$ cat config.mk
export PLATFORM = sky130hd
export DESIGN_NAME = ritc_user_bus_master
export DESIGN_NICKNAME = d
export VERILOG_FILES = /design/src/rtl/ritc_bus_pkg.sv /design/src/rtl/ritc_cmd_fifo.sv /design/src/rtl/ritc_user_bus_master.sv
export SDC_FILE = /design/constraint.sdc
export NUM_CORES = 1
export LEC_CHECK = 0
export BUFFER_PORTS_ARGS = -buffer_cell sky130_fd_sc_hd__buf_4
export CORE_MARGIN = 2
export CORE_UTILIZATION = 56
export DETAILED_ROUTE_END_ITERATION = 7
export GPL_ROUTABILITY_DRIVEN = 1
export GPL_TIMING_DRIVEN = 0
export PLACE_DENSITY = 0.81
export SETUP_SLACK_MARGIN = 0.02
export SLEW_MARGIN = 0
export SYNTH_ARGS = -nofsm -noshare
export SYNTH_HDL_FRONTEND = slang
export SYNTH_HIERARCHICAL = 1
export SYNTH_SLANG_ARGS = --single-unit
$ cat constraint.sdc
create_clock -name user_clk_i -period 4.01 [get_ports user_clk_i]
set_clock_uncertainty 0.15 [all_clocks]
set_input_delay 0.802 -clock user_clk_i [delete_from_list [all_inputs] [get_ports user_clk_i]]
set_output_delay 0.802 -clock user_clk_i [all_outputs]
set_load 0.02 [all_outputs]
$ cat src/rtl/ritc_bus_pkg.sv
// Shared widths, FSM state encoding and command record for the user register-bus master.
package ritc_bus_pkg;

  localparam int unsigned ADDR_W   = 4;
  localparam int unsigned DAT_W    = 32;
  localparam int unsigned RD_CNT_W = 3;

  typedef enum logic [1:0] {
    ST_IDLE    = 2'd0,
    ST_ISSUE   = 2'd1,
    ST_WAIT_RD = 2'd2,
    ST_RESP    = 2'd3
  } bus_state_e;

  typedef struct packed {
    logic              wr;
    logic [ADDR_W-1:0] addr;
    logic [DAT_W-1:0]  dat;
  } bus_cmd_t;

endpackage

$ cat src/rtl/ritc_cmd_fifo.sv
// First-word-fall-through command buffer; head_o is valid whenever empty_o is low.
module ritc_cmd_fifo
  import ritc_bus_pkg::*;
#(
  parameter int unsigned DEPTH = 4
) (
  input  logic     clk,
  input  logic     rst,
  input  logic     push_i,
  input  bus_cmd_t push_cmd_i,
  input  logic     pop_i,
  output bus_cmd_t head_o,
  output logic     full_o,
  output logic     empty_o
);

  localparam int unsigned PTR_W = (DEPTH > 1) ? $clog2(DEPTH) : 1;
  localparam int unsigned CNT_W = PTR_W + 1;

  bus_cmd_t         mem_q [DEPTH];
  logic [PTR_W-1:0] wr_ptr_q, wr_ptr_d;
  logic [PTR_W-1:0] rd_ptr_q, rd_ptr_d;
  logic [CNT_W-1:0] count_q, count_d;
  logic             full_q, full_d;
  logic             empty_q, empty_d;
  logic             do_push, do_pop;

  // Power-of-two depth lets the pointers wrap by plain overflow.
  always_comb begin
    do_push  = push_i && !full_q;
    do_pop   = pop_i && !empty_q;
    wr_ptr_d = wr_ptr_q;
    rd_ptr_d = rd_ptr_q;
    count_d  = count_q;
    if (do_push) wr_ptr_d = wr_ptr_q + PTR_W'(1);
    if (do_pop)  rd_ptr_d = rd_ptr_q + PTR_W'(1);
    case ({do_push, do_pop})
      2'b10:   count_d = count_q + CNT_W'(1);
      2'b01:   count_d = count_q - CNT_W'(1);
      default: count_d = count_q;
    endcase
    full_d  = (count_d == CNT_W'(DEPTH));
    empty_d = (count_d == '0);
  end

  always_ff @(posedge clk or posedge rst) begin
    if (rst) begin
      wr_ptr_q <= '0;
      rd_ptr_q <= '0;
      count_q  <= '0;
      full_q   <= 1'b0;
      empty_q  <= 1'b1;
    end else begin
      wr_ptr_q <= wr_ptr_d;
      rd_ptr_q <= rd_ptr_d;
      count_q  <= count_d;
      full_q   <= full_d;
      empty_q  <= empty_d;
    end
  end

  always_ff @(posedge clk) begin
    if (do_push) mem_q[wr_ptr_q] <= push_cmd_i;
  end

  assign head_o  = mem_q[rd_ptr_q];
  assign full_o  = full_q;
  assign empty_o = empty_q;

endmodule

$ cat src/rtl/ritc_user_bus_master.sv
// Buffers user commands and replays them one at a time on the datapath register bus,
// returning one response per command in acceptance order.
module ritc_user_bus_master
  import ritc_bus_pkg::*;
#(
  parameter int unsigned READ_LATENCY   = 2,
  parameter int unsigned CMD_FIFO_DEPTH = 4
) (
  input  logic              user_clk_i,
  input  logic              user_rst_i,
  input  logic              cmd_valid_i,
  output logic              cmd_ready_o,
  input  logic              cmd_wr_i,
  input  logic [ADDR_W-1:0] cmd_addr_i,
  input  logic [DAT_W-1:0]  cmd_dat_i,
  output logic              rsp_valid_o,
  input  logic              rsp_ready_i,
  output logic              rsp_wr_o,
  output logic [DAT_W-1:0]  rsp_dat_o,
  output logic              user_sel_o,
  output logic [ADDR_W-1:0] user_addr_o,
  output logic              user_wr_o,
  output logic              user_rd_o,
  output logic [DAT_W-1:0]  user_dat_o,
  input  logic [DAT_W-1:0]  user_dat_i,
  output logic              busy_o
);

  bus_state_e          state_q, state_d;
  logic [RD_CNT_W-1:0] cnt_q, cnt_d;
  logic                user_sel_q, user_sel_d;
  logic                user_wr_q, user_wr_d;
  logic                user_rd_q, user_rd_d;
  logic [ADDR_W-1:0]   user_addr_q, user_addr_d;
  logic [DAT_W-1:0]    user_dat_q, user_dat_d;
  logic                rsp_valid_q, rsp_valid_d;
  logic                rsp_wr_q, rsp_wr_d;
  logic [DAT_W-1:0]    rsp_dat_q, rsp_dat_d;

  bus_cmd_t            push_cmd;
  bus_cmd_t            head;
  logic                fifo_pop;
  logic                fifo_full;
  logic                fifo_empty;

  assign push_cmd = '{wr: cmd_wr_i, addr: cmd_addr_i, dat: cmd_dat_i};

  ritc_cmd_fifo #(
    .DEPTH (CMD_FIFO_DEPTH)
  ) u_cmd_fifo (
    .clk        (user_clk_i),
    .rst        (user_rst_i),
    .push_i     (cmd_valid_i),
    .push_cmd_i (push_cmd),
    .pop_i      (fifo_pop),
    .head_o     (head),
    .full_o     (fifo_full),
    .empty_o    (fifo_empty)
  );

  // Bus strobes are computed one state ahead so they are registered during ISSUE.
  always_comb begin
    state_d     = state_q;
    cnt_d       = cnt_q;
    user_sel_d  = 1'b0;
    user_wr_d   = 1'b0;
    user_rd_d   = 1'b0;
    user_addr_d = user_addr_q;
    user_dat_d  = user_dat_q;
    rsp_valid_d = rsp_valid_q;
    rsp_wr_d    = rsp_wr_q;
    rsp_dat_d   = rsp_dat_q;
    fifo_pop    = 1'b0;
    case (state_q)
      ST_IDLE: begin
        if (!fifo_empty) begin
          fifo_pop    = 1'b1;
          state_d     = ST_ISSUE;
          user_sel_d  = 1'b1;
          user_wr_d   = head.wr;
          user_rd_d   = !head.wr;
          user_addr_d = head.addr;
          user_dat_d  = head.dat;
        end
      end
      ST_ISSUE: begin
        if (user_wr_q) begin
          state_d     = ST_RESP;
          rsp_valid_d = 1'b1;
          rsp_wr_d    = 1'b1;
          rsp_dat_d   = '0;
        end else begin
          state_d = ST_WAIT_RD;
          cnt_d   = RD_CNT_W'(1);
        end
      end
      ST_WAIT_RD: begin
        // cnt_q counts cycles elapsed since the read strobe.
        if (cnt_q == RD_CNT_W'(READ_LATENCY)) begin
          state_d     = ST_RESP;
          cnt_d       = '0;
          rsp_valid_d = 1'b1;
          rsp_wr_d    = 1'b0;
          rsp_dat_d   = user_dat_i;
        end else begin
          cnt_d = cnt_q + RD_CNT_W'(1);
        end
      end
      ST_RESP: begin
        if (rsp_ready_i) begin
          state_d     = ST_IDLE;
          rsp_valid_d = 1'b0;
        end
      end
      default: state_d = ST_IDLE;
    endcase
  end

  always_ff @(posedge user_clk_i or posedge user_rst_i) begin
    if (user_rst_i) begin
      state_q     <= ST_IDLE;
      cnt_q       <= '0;
      user_sel_q  <= 1'b0;
      user_wr_q   <= 1'b0;
      user_rd_q   <= 1'b0;
      user_addr_q <= '0;
      user_dat_q  <= '0;
      rsp_valid_q <= 1'b0;
      rsp_wr_q    <= 1'b0;
      rsp_dat_q   <= '0;
    end else begin
      state_q     <= state_d;
      cnt_q       <= cnt_d;
      user_sel_q  <= user_sel_d;
      user_wr_q   <= user_wr_d;
      user_rd_q   <= user_rd_d;
      user_addr_q <= user_addr_d;
      user_dat_q  <= user_dat_d;
      rsp_valid_q <= rsp_valid_d;
      rsp_wr_q    <= rsp_wr_d;
      rsp_dat_q   <= rsp_dat_d;
    end
  end

  assign cmd_ready_o = !fifo_full;
  assign busy_o      = !fifo_empty || (state_q != ST_IDLE);
  assign user_sel_o  = user_sel_q;
  assign user_wr_o   = user_wr_q;
  assign user_rd_o   = user_rd_q;
  assign user_addr_o = user_addr_q;
  assign user_dat_o  = user_dat_q;
  assign rsp_valid_o = rsp_valid_q;
  assign rsp_wr_o    = rsp_wr_q;
  assign rsp_dat_o   = rsp_dat_q;

endmodule

# ---- Word-level counts from Yosys, hierarchy flattened
# Memory sizes are Yosys's and may differ from the RTL's.
# Cells that the tools add are included.
dict set report totals {
  out_inout_bits 75
  reg_bits 87
  ram_bits 148
  mem_bits_ro 0
  n_memories 1
  latch_bits 0
  word_cells 76
}
# memory depth word_bits read_ports rd_ports_with_merged_regs wr line
set memory_table {}
lappend memory_table {u_cmd_fifo.mem_q 4 37 1 0 1 ritc_cmd_fifo.sv:20} ;# bus_cmd_t mem_q [DEPTH];
dict set report op_classes {
  n_eq_ne 12
  bitwise_logic 1
  multipliers 0
  n_mux 26
  shift 0
  n_reduce_logical 16
  magnitude_cmp 0
  addsub 5
  div 0
}
# cell n
set ops {}
lappend ops {{32-bit 2-to-1 mux} 2}
lappend ops {{32-bit one-hot mux with 2 select lines} 1}
lappend ops {{1-bit 2-to-1 mux} 13}
lappend ops {{3-bit one-hot mux with 2 select lines} 2}
lappend ops {{2-bit != test, second input constant} 5}
lappend ops {{2-bit one-hot mux with 4 select lines} 1}
lappend ops {{3-bit by 1-bit adder with 3-bit output, second input constant} 2}
lappend ops {{2-bit equality test, second input constant} 3}
lappend ops {{2-bit 2-to-1 mux} 3}
lappend ops {{3-bit 2-to-1 mux} 2}
lappend ops {{3-bit AND reduction} 2}
lappend ops {{2-bit by 1-bit adder with 2-bit output, second input constant} 2}
lappend ops {{2-bit by 1-bit equality test with 1-bit output, second input constant} 2}
lappend ops {{2-bit AND reduction} 2}
lappend ops {{4-bit AND reduction} 1}
lappend ops {{2-bit nonzero test} 2}
lappend ops {{3-bit by 2-bit equality test with 1-bit output, second input constant} 1}
lappend ops {{3-bit equality test, second input constant} 1}
lappend ops {{1-bit logical NOT} 3}
lappend ops {{3-bit logical NOT} 1}
lappend ops {{1-bit one-hot mux with 3 select lines} 1}
lappend ops {{3-bit nonzero test} 1}
lappend ops {{3-bit by 1-bit subtractor with 3-bit output, second input constant} 1}
lappend ops {{1-bit logical AND} 2}
lappend ops {{4 further kinds} 4}

# ---- Longest topological paths before layout
# Gate-level depths: netlist of the first run.
dict set report depth {
  depth_word 6
  ltp_mapped 12
  ltp_nobuf 10
}

# ---- Cells and area by module
# The synthesis of the first run kept the hierarchy.
# mod area_each_um2 cells_per_inst seq_area_each_um2 n_inst
set modules_own_cells {}
lappend modules_own_cells {ritc_cmd_fifo 5839.4 243 4670.7 1}
lappend modules_own_cells {ritc_user_bus_master 3308.2 265 1951.9 1}

# ---- Worst setup path before layout of the first run
# Ideal clock, no wire load.
dict set report synth_path {
  path_type {register -> register}
  from {reg state_q[0]}
  to {reg u_cmd_fifo.empty_q, in the netlist u_cmd_fifo/empty_o}
  required_ns 3.782
  setup_ns 0.078
  t_arrival_ns 3.035
  path_buffers 2
  setup_slack_ns 0.747
  path_stages_with_launch 13
  path_cell_list {dfrtp_1 > inv_1 > ha_1 > nor2b_1 > buf_1 > buf_2 > nor2b_1 > ha_1 > inv_1 > fa_1 > xor2_1 > or3_1 > and3_1}
}
dict set report synth_via {
  elab_chain_len 6
  word_cells_on_any_way 7
}
# element line
set synth_rtl {}
lappend synth_rtl {{start, declared} ritc_user_bus_master.sv:29} ;# bus_state_e state_q, state_d;
lappend synth_rtl {{start signal, assigned} ritc_user_bus_master.sv:132} ;# state_q <= state_d;
lappend synth_rtl {{2-bit logical NOT (*)} ritc_user_bus_master.sv:74} ;# case (state_q)
lappend synth_rtl {{1-bit 2-to-1 mux (*)} ritc_user_bus_master.sv:74}
lappend synth_rtl {{named net fifo_pop} ritc_user_bus_master.sv:42} ;# logic fifo_pop;
lappend synth_rtl {{1-bit logical AND (*)} ritc_cmd_fifo.sv:31} ;# do_pop = pop_i && !empty_q;
lappend synth_rtl {{2-bit by 1-bit equality test with 1-bit output or 2-bit equality test (tied branches)} ritc_cmd_fifo.sv:37} ;# case ({do_push, do_pop})
lappend synth_rtl {{3-bit one-hot mux with 2 select lines (*)} ritc_cmd_fifo.sv:37}
lappend synth_rtl {{3-bit logical NOT (*)} ritc_cmd_fifo.sv:43} ;# empty_d = (count_d == '0);
lappend synth_rtl {{named net u_cmd_fifo.empty_d} ritc_cmd_fifo.sv:25} ;# logic empty_q, empty_d;
lappend synth_rtl {{end signal, assigned} ritc_cmd_fifo.sv:58} ;# empty_q <= empty_d;
lappend synth_rtl {{end, declared} ritc_cmd_fifo.sv:25}
# The timed path passes the listed nets; every way through them passes the cells marked *.
# A chain may end at the register's enable or synchronous reset.

# ---- Final worst setup path of the first run
# Same ends and word-level chain as after synthesis.

==> results of run 1 <==
-- timing repair --
item,CTS,global route
setup endpoints to repair,1,0
resized for setup,1,0
hold endpoints to repair,0,0
-- layout make-up --
cell class | instances | area [um^2]
clock inverters | 10 | 176
inverters | 47 | 179
repair buffers | 152 | 1210
well taps | 216 | 270
plain buffers | 23 | 156
multi-input cells | 203 | 2200
clock buffers | 31 | 616
fillers | 1014 | 4510
flip-flops and latches | 235 | 6620
-- routing by layer --
| metal | wire [um] | GRT usage (%) | part of all wire, % | vias to the layer above |
|---|---|---|---|---|
| li1 | - | - | - | 2220 |
| met1 | 7230 | 26.9 | 41 | 2495 |
| met2 | 8860 | 36.1 | 50 | 158 |
| met3 | 1180 | 5.46 | 6.7 | 24 |
| met4 | 292 | 4.41 | 1.7 | 0 |
| met5 | 0 | 0 | 0 | - |
-- power by group through the flow --
stage,logic [uW],clock network (uW),registers [uW]
2_1_floorplan,1950,0,4070
3_3_place_gp,3420,0,3680
3_5_place_dp,3600,0,3710
4_1_cts,3620,2290,3670
5_1_grt,3830,2390,3740
6_report,3560,2240,3670
-- cell usage in the layout, fill, tap and decap left out, drive strengths merged, types with 2 or more instances in the layout --
cell / n
xor2: 3
nor2b: 6
bufinv: 5
o22ai: 2
xnor2: 3
edfxtp: 148
and2: 5
a2bb2oi: 2
clkinv: 4
clkbuf: 39
ha: 9
dfrtp: 86
buf: 167
nor2: 2
nand2: 40
inv: 47
mux4: 37
mux2: 37
o21ai: 4
mux2i: 32
-- logic make-up after synthesis --
logic type | Yosys count | synth area share, %
muxes | 106 | 17.2
DFF | 235 | 72.4
adders and majority gates | 10 | 1.45
buffers and inverters | 70 | 3.62
and+or+nand+nor | 61 | 3.05
xor gates and xnor gates | 6 | 0.575
AOI/OAI and AO/OA | 20 | 1.74
-- final timing paths --
check	from	endpoint	slack [ps]	cells after the start
setup / recovery	state_q[0]$_DFFE_PP0P_	u_cmd_fifo/empty_o$_DFF_PP1_	320	12
hold / removal	user_rst_i	u_cmd_fifo/full_o$_DFF_PP0_	140	2
setup reg to reg	state_q[0]$_DFFE_PP0P_	u_cmd_fifo/empty_o$_DFF_PP1_	320	12
hold reg to reg	user_dat_o[22]$_DFFE_PP0P_	user_dat_o[22]$_DFFE_PP0P_	330	1
max in group asynchronous	user_rst_i	user_dat_o[12]$_DFFE_PP0P_	2920	3
min in group user_clk_i	user_dat_o[22]$_DFFE_PP0P_	user_dat_o[22]$_DFFE_PP0P_	330	1
-- stage by stage --
step,TNS (ps),setup slack [ps],hold slack (ps)
after floorplan,0,747,322
after global placement,-13610,-180,325
after detailed placement,0,1.18,326
after CTS,0,267,137
after global routing,0,60.2,142
final,0,317,141
-- sequential cells by signal, indices dropped and copies added, names as in the netlist --
register	flops
rsp_valid_o	1
u_cmd_fifo/count_q	3
rsp_wr_o	1
cnt_q	3
user_dat_o	32
user_rd_o	1
user_wr_o	1
u_cmd_fifo/wr_ptr_q	2
user_sel_o	1
u_cmd_fifo/rd_ptr_q	2
user_addr_o	4
state_q	2
u_cmd_fifo/mem_q	148
u_cmd_fifo/empty_o	1
u_cmd_fifo/full_o	1
rsp_dat_o	32
==> metrics.yaml, run 1 <==
status: "finished, final reports clean"
critPathLaunchType: "register"
root_buffer: "clkbuf_16"
syn_inst: 508
clock_latency_ps: 500
p_comb_share_pct: 37.6
final_cells: 917
setup_violations: 0
critPathRequiredTime_ps: 4290
post_cts_buffers: 0
synth_seq_area_share_pct: 72.4
async_reset_ff_share_pct: 37.0
cts_tree: "built"
cp_top_family: "simple AND/OR/NAND/NOR gates"
dp.cells: 876
globalRouteOverflowTotal: 0
avgSynthCellArea_um2: 18.0
synth_area_um2: 9150
wl_per_cell_um: 19.1
nNetsFinal: 768
period_share_pct: 92.1
slew_headroom_pct: 54.8
via_per_inst: 5.34
grt_pass1_vias: 5252
placed_cell_area_um2: 10600
grt_max_degree: 51
yosysWarningCount: 6
synth_area_leader_cell: "edfxtp_1"
drive_above_1_share_pct: 38.9
fp-row-count: 46
area_delta_synth_final_pct: 24.9
wl_mm: 17.6
htreeDepth: 1
post-dp-hpwl_mm: 11.9
p_leak_uw: 0.00457
num_vias: 4897
drc_errors: 0
synth-edff-count: 148
track_usage_pct: 20.8
final.min_clock_period_ps: 3690
fmax_mhz: 271
hp-class: "input port to async pin"
drt-initial-drc-count: 282
power.switching_uw: 3040
num_antenna_cells: 0
power.internal_uw: 6420
final_hold_viol_count: 0
holdBufCountCts: 0
end_kind: "register"
fin_area_um2: 11400
p_total_uw: 9460
die_h_um: 132
crit_type: "register to register"
drv_slew: 0
synth_most_common_cell: "edfxtp_1"
powerDensity_nw_per_um2: 828
synth_top_area_share_pct: 48.6
max_stage_delay_ps: 420
antenna_found_initial: 0
crit_slowest_cell: "dfrtp_1"
yosys-top-cells-count: "148 x edfxtp_1, 86 x dfrtp_1, 47 x inv_1, 40 x nand2_1, 37 x mux4_2"
clockBufferDepth: 3
io_pins: 148
cts.clk_slew.worst_paths_ps: 60
portBuffers: 147
numCtsBuffers: 23
synth-seq-cells: 235
swShare_pct: 32.1
worstPathCellList: "inv_1 -> ha_1 -> nor2b_1 -> buf_2 -> buf_2 -> nor2b_1 -> ha_1 -> inv_1 -> fa_1 -> xor2_1 -> or3_1 -> and3_1"
crit_arrival_ps: 3970
ys.flop_type: "edfxtp_1"
clock_power_share_pct: 23.6
ir_drop_v: 0.000543
die_w_um: 132
cts.sinks: 235
rsz0062_at_grt: "false"
cp_num_buf_inv: 4
p_seq_share_pct: 38.8
initial_core_util_pct: 57.4
core_um2: 15900
ys_top_cells_by_area: "edfxtp_1 49%, dfrtp_1 24%, mux4_2 9.1%, mux2_2 3.6%, mux2i_1 3.5%"
grt_pass1_wl_mm: 28.4
path_max_fanout: 11
die-area_um2: 17400
tightest_slew_ps: 678
dr.pass1.iters: 4
maxCapViolations: 0
gp_congestion: 0.853
ant_nets: 0
ys_types: 46
syn-num-nets: 591
fin_util_pct: 71.7
Power figures use the tool's default switching activity.
==> run 2, diff against run 1 <==
==> constraint.sdc (replaced) <==
create_clock -name user_clk_i -period 3.65 [get_ports user_clk_i]
set_clock_uncertainty 0.15 [all_clocks]
set_input_delay 0.73 -clock user_clk_i [delete_from_list [all_inputs] [get_ports user_clk_i]]
set_output_delay 0.73 -clock user_clk_i [all_outputs]
set_load 0.02 [all_outputs]
==> run 2 against run 1 <==
Hold slack lost 69 ps; highest routed layer unchanged; non-clock buffer count stayed put; critical path depth unchanged; register-to-register slack worse by 30 ps; critical endpoint unchanged; final cell count stayed put; core utilization grew 0.063 points.
==> metrics.yaml, run 2 (synthesis results as in run 1) <==
status: "finished, final reports clean"
layout_common_cells: "151 x buf_4, 148 x edfxtp_1, 86 x dfrtp_1, 46 x inv_1, 40 x nand2_1"
path_max_fanout: 11
crit_arrival_ps: 3640
final.min_clock_period_ps: 3370
final_cells: 917
cts.sinks: 235
powerDensity_nw_per_um2: 910
die_h_um: 132
rsz0062_at_grt: "false"
fp-row-count: 46
wl_mm: 17.6
ir_drop_v: 0.000597
nNetsFinal: 768
post-dp-hpwl_mm: 11.9
critPathLaunchType: "register"
maxCapViolations: 0
portBuffers: 147
antenna_found_initial: 0
largest_register_ffs: 148
cp_num_buf_inv: 4
die-area_um2: 17400
largest-register: "u_cmd_fifo/mem_q"
wl_per_cell_um: 19.2
area_delta_synth_final_pct: 25.1
final_common_cell: "buf_4"
numCtsBuffers: 23
root_buffer: "clkbuf_16"
die_w_um: 132
drive_above_1_share_pct: 39.2
dp.cells: 876
globalRouteOverflowTotal: 0
end_kind: "register"
post_cts_buffers: 0
setup_violations: 0
drc_errors: 0
max_stage_delay_ps: 420
critPathRequiredTime_ps: 3930
htreeDepth: 1
grt_max_degree: 51
period_share_pct: 92.2
fin_area_um2: 11400
clockBufferDepth: 3
fmax_mhz: 297
initial_core_util_pct: 57.4
placed_cell_area_um2: 10600
num_vias: 4926
hp-class: "input port to async pin"
cts_resized: 3
num_antenna_cells: 0
final_hold_viol_count: 0
grt_pass1_wl_mm: 28.4
cp_top_family: "simple AND/OR/NAND/NOR gates"
crit_slowest_cell: "dfrtp_1"
track_usage_pct: 20.8
ant_nets: 0
p_leak_uw: 0.00457
holdBufCountCts: 0
p_total_uw: 10400
drv_slew: 0
dr.pass1.iters: 6
fillers: 1012
cts.clk_slew.worst_paths_ps: 60
grt_pass1_vias: 5252
gp_congestion: 0.853
clock_latency_ps: 490
rr_worst_depth: 12
cts_tree: "built"
crit_type: "register to register"
worstPathCellList: "inv_1 -> ha_1 -> nor2b_2 -> buf_4 -> buf_4 -> nor2b_2 -> ha_1 -> inv_1 -> fa_1 -> xor2_1 -> or3_1 -> and3_1"
via_per_inst: 5.37
slew_headroom_pct: 55.9
drt-initial-drc-count: 221
cp.depth: 12
core_um2: 15900
tightest_slew_ps: 661
io_pins: 148
## run 2: cell counts in the layout (fill, tap and decap cells not counted)
No cell type changed its count.
## run 2: report_power, final
part	switching, uW	leakage (uW)	internal [uW]	total [uW]
Clock	922	0.000383	1540	2460
Combinational	2050	0.00175	1870	3920
Sequential	369	0.00244	3660	4030
Total	3340	0.00457	7060	10400
## run 2: final timing paths
path                                             from                                end  slack, ps
min reg2reg                user_dat_o[22]$_DFFE_PP0P_         user_dat_o[22]$_DFFE_PP0P_        330
max                            state_q[0]$_DFFE_PP0P_       u_cmd_fifo/empty_o$_DFF_PP1_        280
max reg2reg                    state_q[0]$_DFFE_PP0P_       u_cmd_fifo/empty_o$_DFF_PP1_        280
max in group asynchronous                  user_rst_i         user_dat_o[12]$_DFFE_PP0P_       2640
min                                        user_rst_i        u_cmd_fifo/full_o$_DFF_PP0_         70
min in group user_clk_i                 cmd_dat_i[18]  u_cmd_fifo/mem_q[3][18]$_DFFE_PP_        290
## run 2: per-layer routing
metal	vias up	GRT usage (%)	wire, um
met2	167	36.1	8850
met5	-	0	0
met4	0	4.41	299
met1	2517	26.9	7270
met3	25	5.46	1200
li1	2217	-	-
## run 2: area by class of cell
class | count | area, um^2 | area share [%]
sequential | 235 | 6620 | 57.9
multi-input combinational | 203 | 2200 | 19.3
timing repair buffer | 152 | 1210 | 10.6
clock buffer | 31 | 616 | 5.38
tap | 216 | 270 | 2.36
inverter | 47 | 179 | 1.56
clock inverter | 10 | 176 | 1.54
buffer | 23 | 161 | 1.41
## run 2: metrics by stage
| step | setup TNS, ps | util [%] | setup slack, ps | hold WS [ps] |
|---|---|---|---|---|
| 2_1_floorplan | 0 | - | 387 | 322 |
| 3_3_place_gp | -36590 | 66.0 | -468 | 325 |
| 3_5_place_dp | -908 | 66.7 | -359 | 326 |
| 4_1_cts | 0 | 71.7 | 107 | 64.9 |
| 5_1_grt | 0 | 71.8 | 80.4 | 69.6 |
| 6_report | 0 | 71.8 | 283 | 72.2 |
==> run 3, diff against run 2 <==
--- a/config.mk
+++ b/config.mk
@@ -6,11 +6,14 @@
 export NUM_CORES = 1
 export LEC_CHECK = 0
 export BUFFER_PORTS_ARGS = -buffer_cell sky130_fd_sc_hd__buf_4
+export CAP_MARGIN = 20
 export CORE_MARGIN = 2
 export CORE_UTILIZATION = 56
 export DETAILED_ROUTE_END_ITERATION = 7
 export GPL_ROUTABILITY_DRIVEN = 1
 export GPL_TIMING_DRIVEN = 0
+export HOLD_SLACK_MARGIN = 0.02
+export MAX_ROUTING_LAYER = met4
 export PLACE_DENSITY = 0.81
 export SETUP_SLACK_MARGIN = 0.02
 export SLEW_MARGIN = 0
==> run 3 against run 2 <==
Sequential share of layout area unchanged; non-clock buffer count unchanged; critical path depth unchanged; sequential power about the same; cell area unchanged; final cell count unchanged; wire length down 0.27%; via count down 0.57%; clock power about the same; first-iteration DRC count up 2.7%; flip-flop and latch count unchanged; critical endpoint unchanged; highest routed layer unchanged.
==> metrics.yaml, run 3 (synthesis results as in run 1) <==
setup_violations: 0
portBuffers: 147
die_h_um: 132
track_usage_pct: 21.5
hp-class: "input port to async pin"
critPathLaunchType: "register"
worstPathCellList: "inv_1 -> ha_1 -> nor2b_2 -> buf_4 -> buf_4 -> nor2b_2 -> ha_1 -> inv_1 -> fa_1 -> xor2_1 -> or3_1 -> and3_1"
cts.sinks: 235
r2r_setup_slack_ps: 290
io_pins: 148
status: "finished, final reports clean"
final_hold_viol_count: 0
grt_max_degree: 51
crit_arrival_ps: 3640
tightest_slew_ps: 674
p_total_uw: 10400
clockBufferDepth: 3
placed_cell_area_um2: 10600
wl_mm: 17.6
cts_tree: "built"
wl_per_cell_um: 19.2
met1_usage_pct: 26.9
globalRouteOverflowTotal: 0
crit_slowest_cell: "dfrtp_1"
post-dp-hpwl_mm: 11.9
fin_hold_ws_ps: 68.9
dr.pass1.iters: 4
gr-usage-met3_pct: 5.50
drv_slew: 0
fp-row-count: 46
drt-initial-drc-count: 227
rsz0062_at_grt: "false"
busiest_layer: "met2"
initial_core_util_pct: 57.4
place_ws_ps: -359
grtUsageMet2_pct: 36.1
die-area_um2: 17400
cts.clk_slew.worst_paths_ps: 60
ant_nets: 0
p_leak_uw: 0.00457
largest_register_ffs: 148
path_max_fanout: 11
ir_drop_v: 0.000599
finalWorstSetupSlack_ps: 294
maxCapViolations: 0
largest-register: "u_cmd_fifo/mem_q"
core_um2: 15900
clock_latency_ps: 500
fmax_mhz: 298
crit_type: "register to register"
layout_common_cells: "151 x buf_4, 148 x edfxtp_1, 86 x dfrtp_1, 46 x inv_1, 40 x nand2_1"
num_antenna_cells: 0
area_delta_synth_final_pct: 25.1
nNetsFinal: 768
antenna_found_initial: 0
final.min_clock_period_ps: 3360
grt_pass1_vias: 5258
drc_errors: 0
fin_area_um2: 11400
max_stage_delay_ps: 420
die_w_um: 132
gp_congestion: 0.866
critPathRequiredTime_ps: 3930
numCtsBuffers: 23
final_common_cell: "buf_4"
drive_above_1_share_pct: 39.2
root_buffer: "clkbuf_16"
via_per_inst: 5.34
powerDensity_nw_per_um2: 909
period_share_pct: 91.9
post_cts_buffers: 0
slew_headroom_pct: 55.0
grt_pass1_wl_mm: 28.3
htreeDepth: 1
num_vias: 4898
end_kind: "register"
==> run 3: per-stage QoR <==
step | instances | utilization (%) | TNS, ps
final | 917 | 71.8 | 0
after global routing | 917 | 71.8 | 0
after CTS | 917 | 71.7 | 0
after detailed placement | 876 | 66.7 | -908
after global placement | 871 | 66.0 | -36590
after floorplan | 508 | - | 0
==> run 3: worst max-delay path, delay by kind of cell (launching register included) <==
family | cells | cell delay [ps]
flip-flops | 1 | 420
buffers and inverters | 4 | 640
AND/OR/NAND/NOR | 4 | 980
XOR/XNOR | 1 | 180
adder cells (fa/ha/maj) | 3 | 910
==> run 3: layout make-up <==
class	instances	area, um^2
clock inverters	10	176
repair buffers	152	1210
well taps	216	270
clock buffers	31	616
flip-flops and latches	235	6620
plain buffers	23	161
multi-input cells	203	2200
fillers	1012	4500
inverters	47	179
==> run 3: path summary, 6_finish.rpt <==
path                                            startpoint                                to  depth (start not counted)
worst max register to register      state_q[0]$_DFFE_PP0P_      u_cmd_fifo/empty_o$_DFF_PP1_                         12
min in group user_clk_i                       cmd_dat_i[8]  u_cmd_fifo/mem_q[2][8]$_DFFE_PP_                          1
max in group asynchronous                       user_rst_i        user_dat_o[12]$_DFFE_PP0P_                          3
worst min-delay path                            user_rst_i       u_cmd_fifo/full_o$_DFF_PP0_                          2
worst min register to register  user_dat_o[22]$_DFFE_PP0P_        user_dat_o[22]$_DFFE_PP0P_                          1
worst max-delay path                state_q[0]$_DFFE_PP0P_      u_cmd_fifo/empty_o$_DFF_PP1_                         12
==> run 3: metal layers <==
metal / vias to the layer above / routed length (um)
met5: - / 0
met4: 0 / 291
met3: 24 / 1240
met2: 171 / 8820
met1: 2486 / 7230
li1: 2217 / -
==> run 3: where the power goes <==
group          switching (uW)  internal (uW)  leakage, uW  total (uW)
Sequential                370           3660      0.00244        4030
Clock                     921           1540     0.000383        2460
Combinational            2050           1870      0.00175        3920
==> run 3: repair_timing <==
action | in CTS | in global routing
hold buffers | 0 | 0
endpoints found under the setup margin | 4 | 3
gates resized for setup | 3 | 2
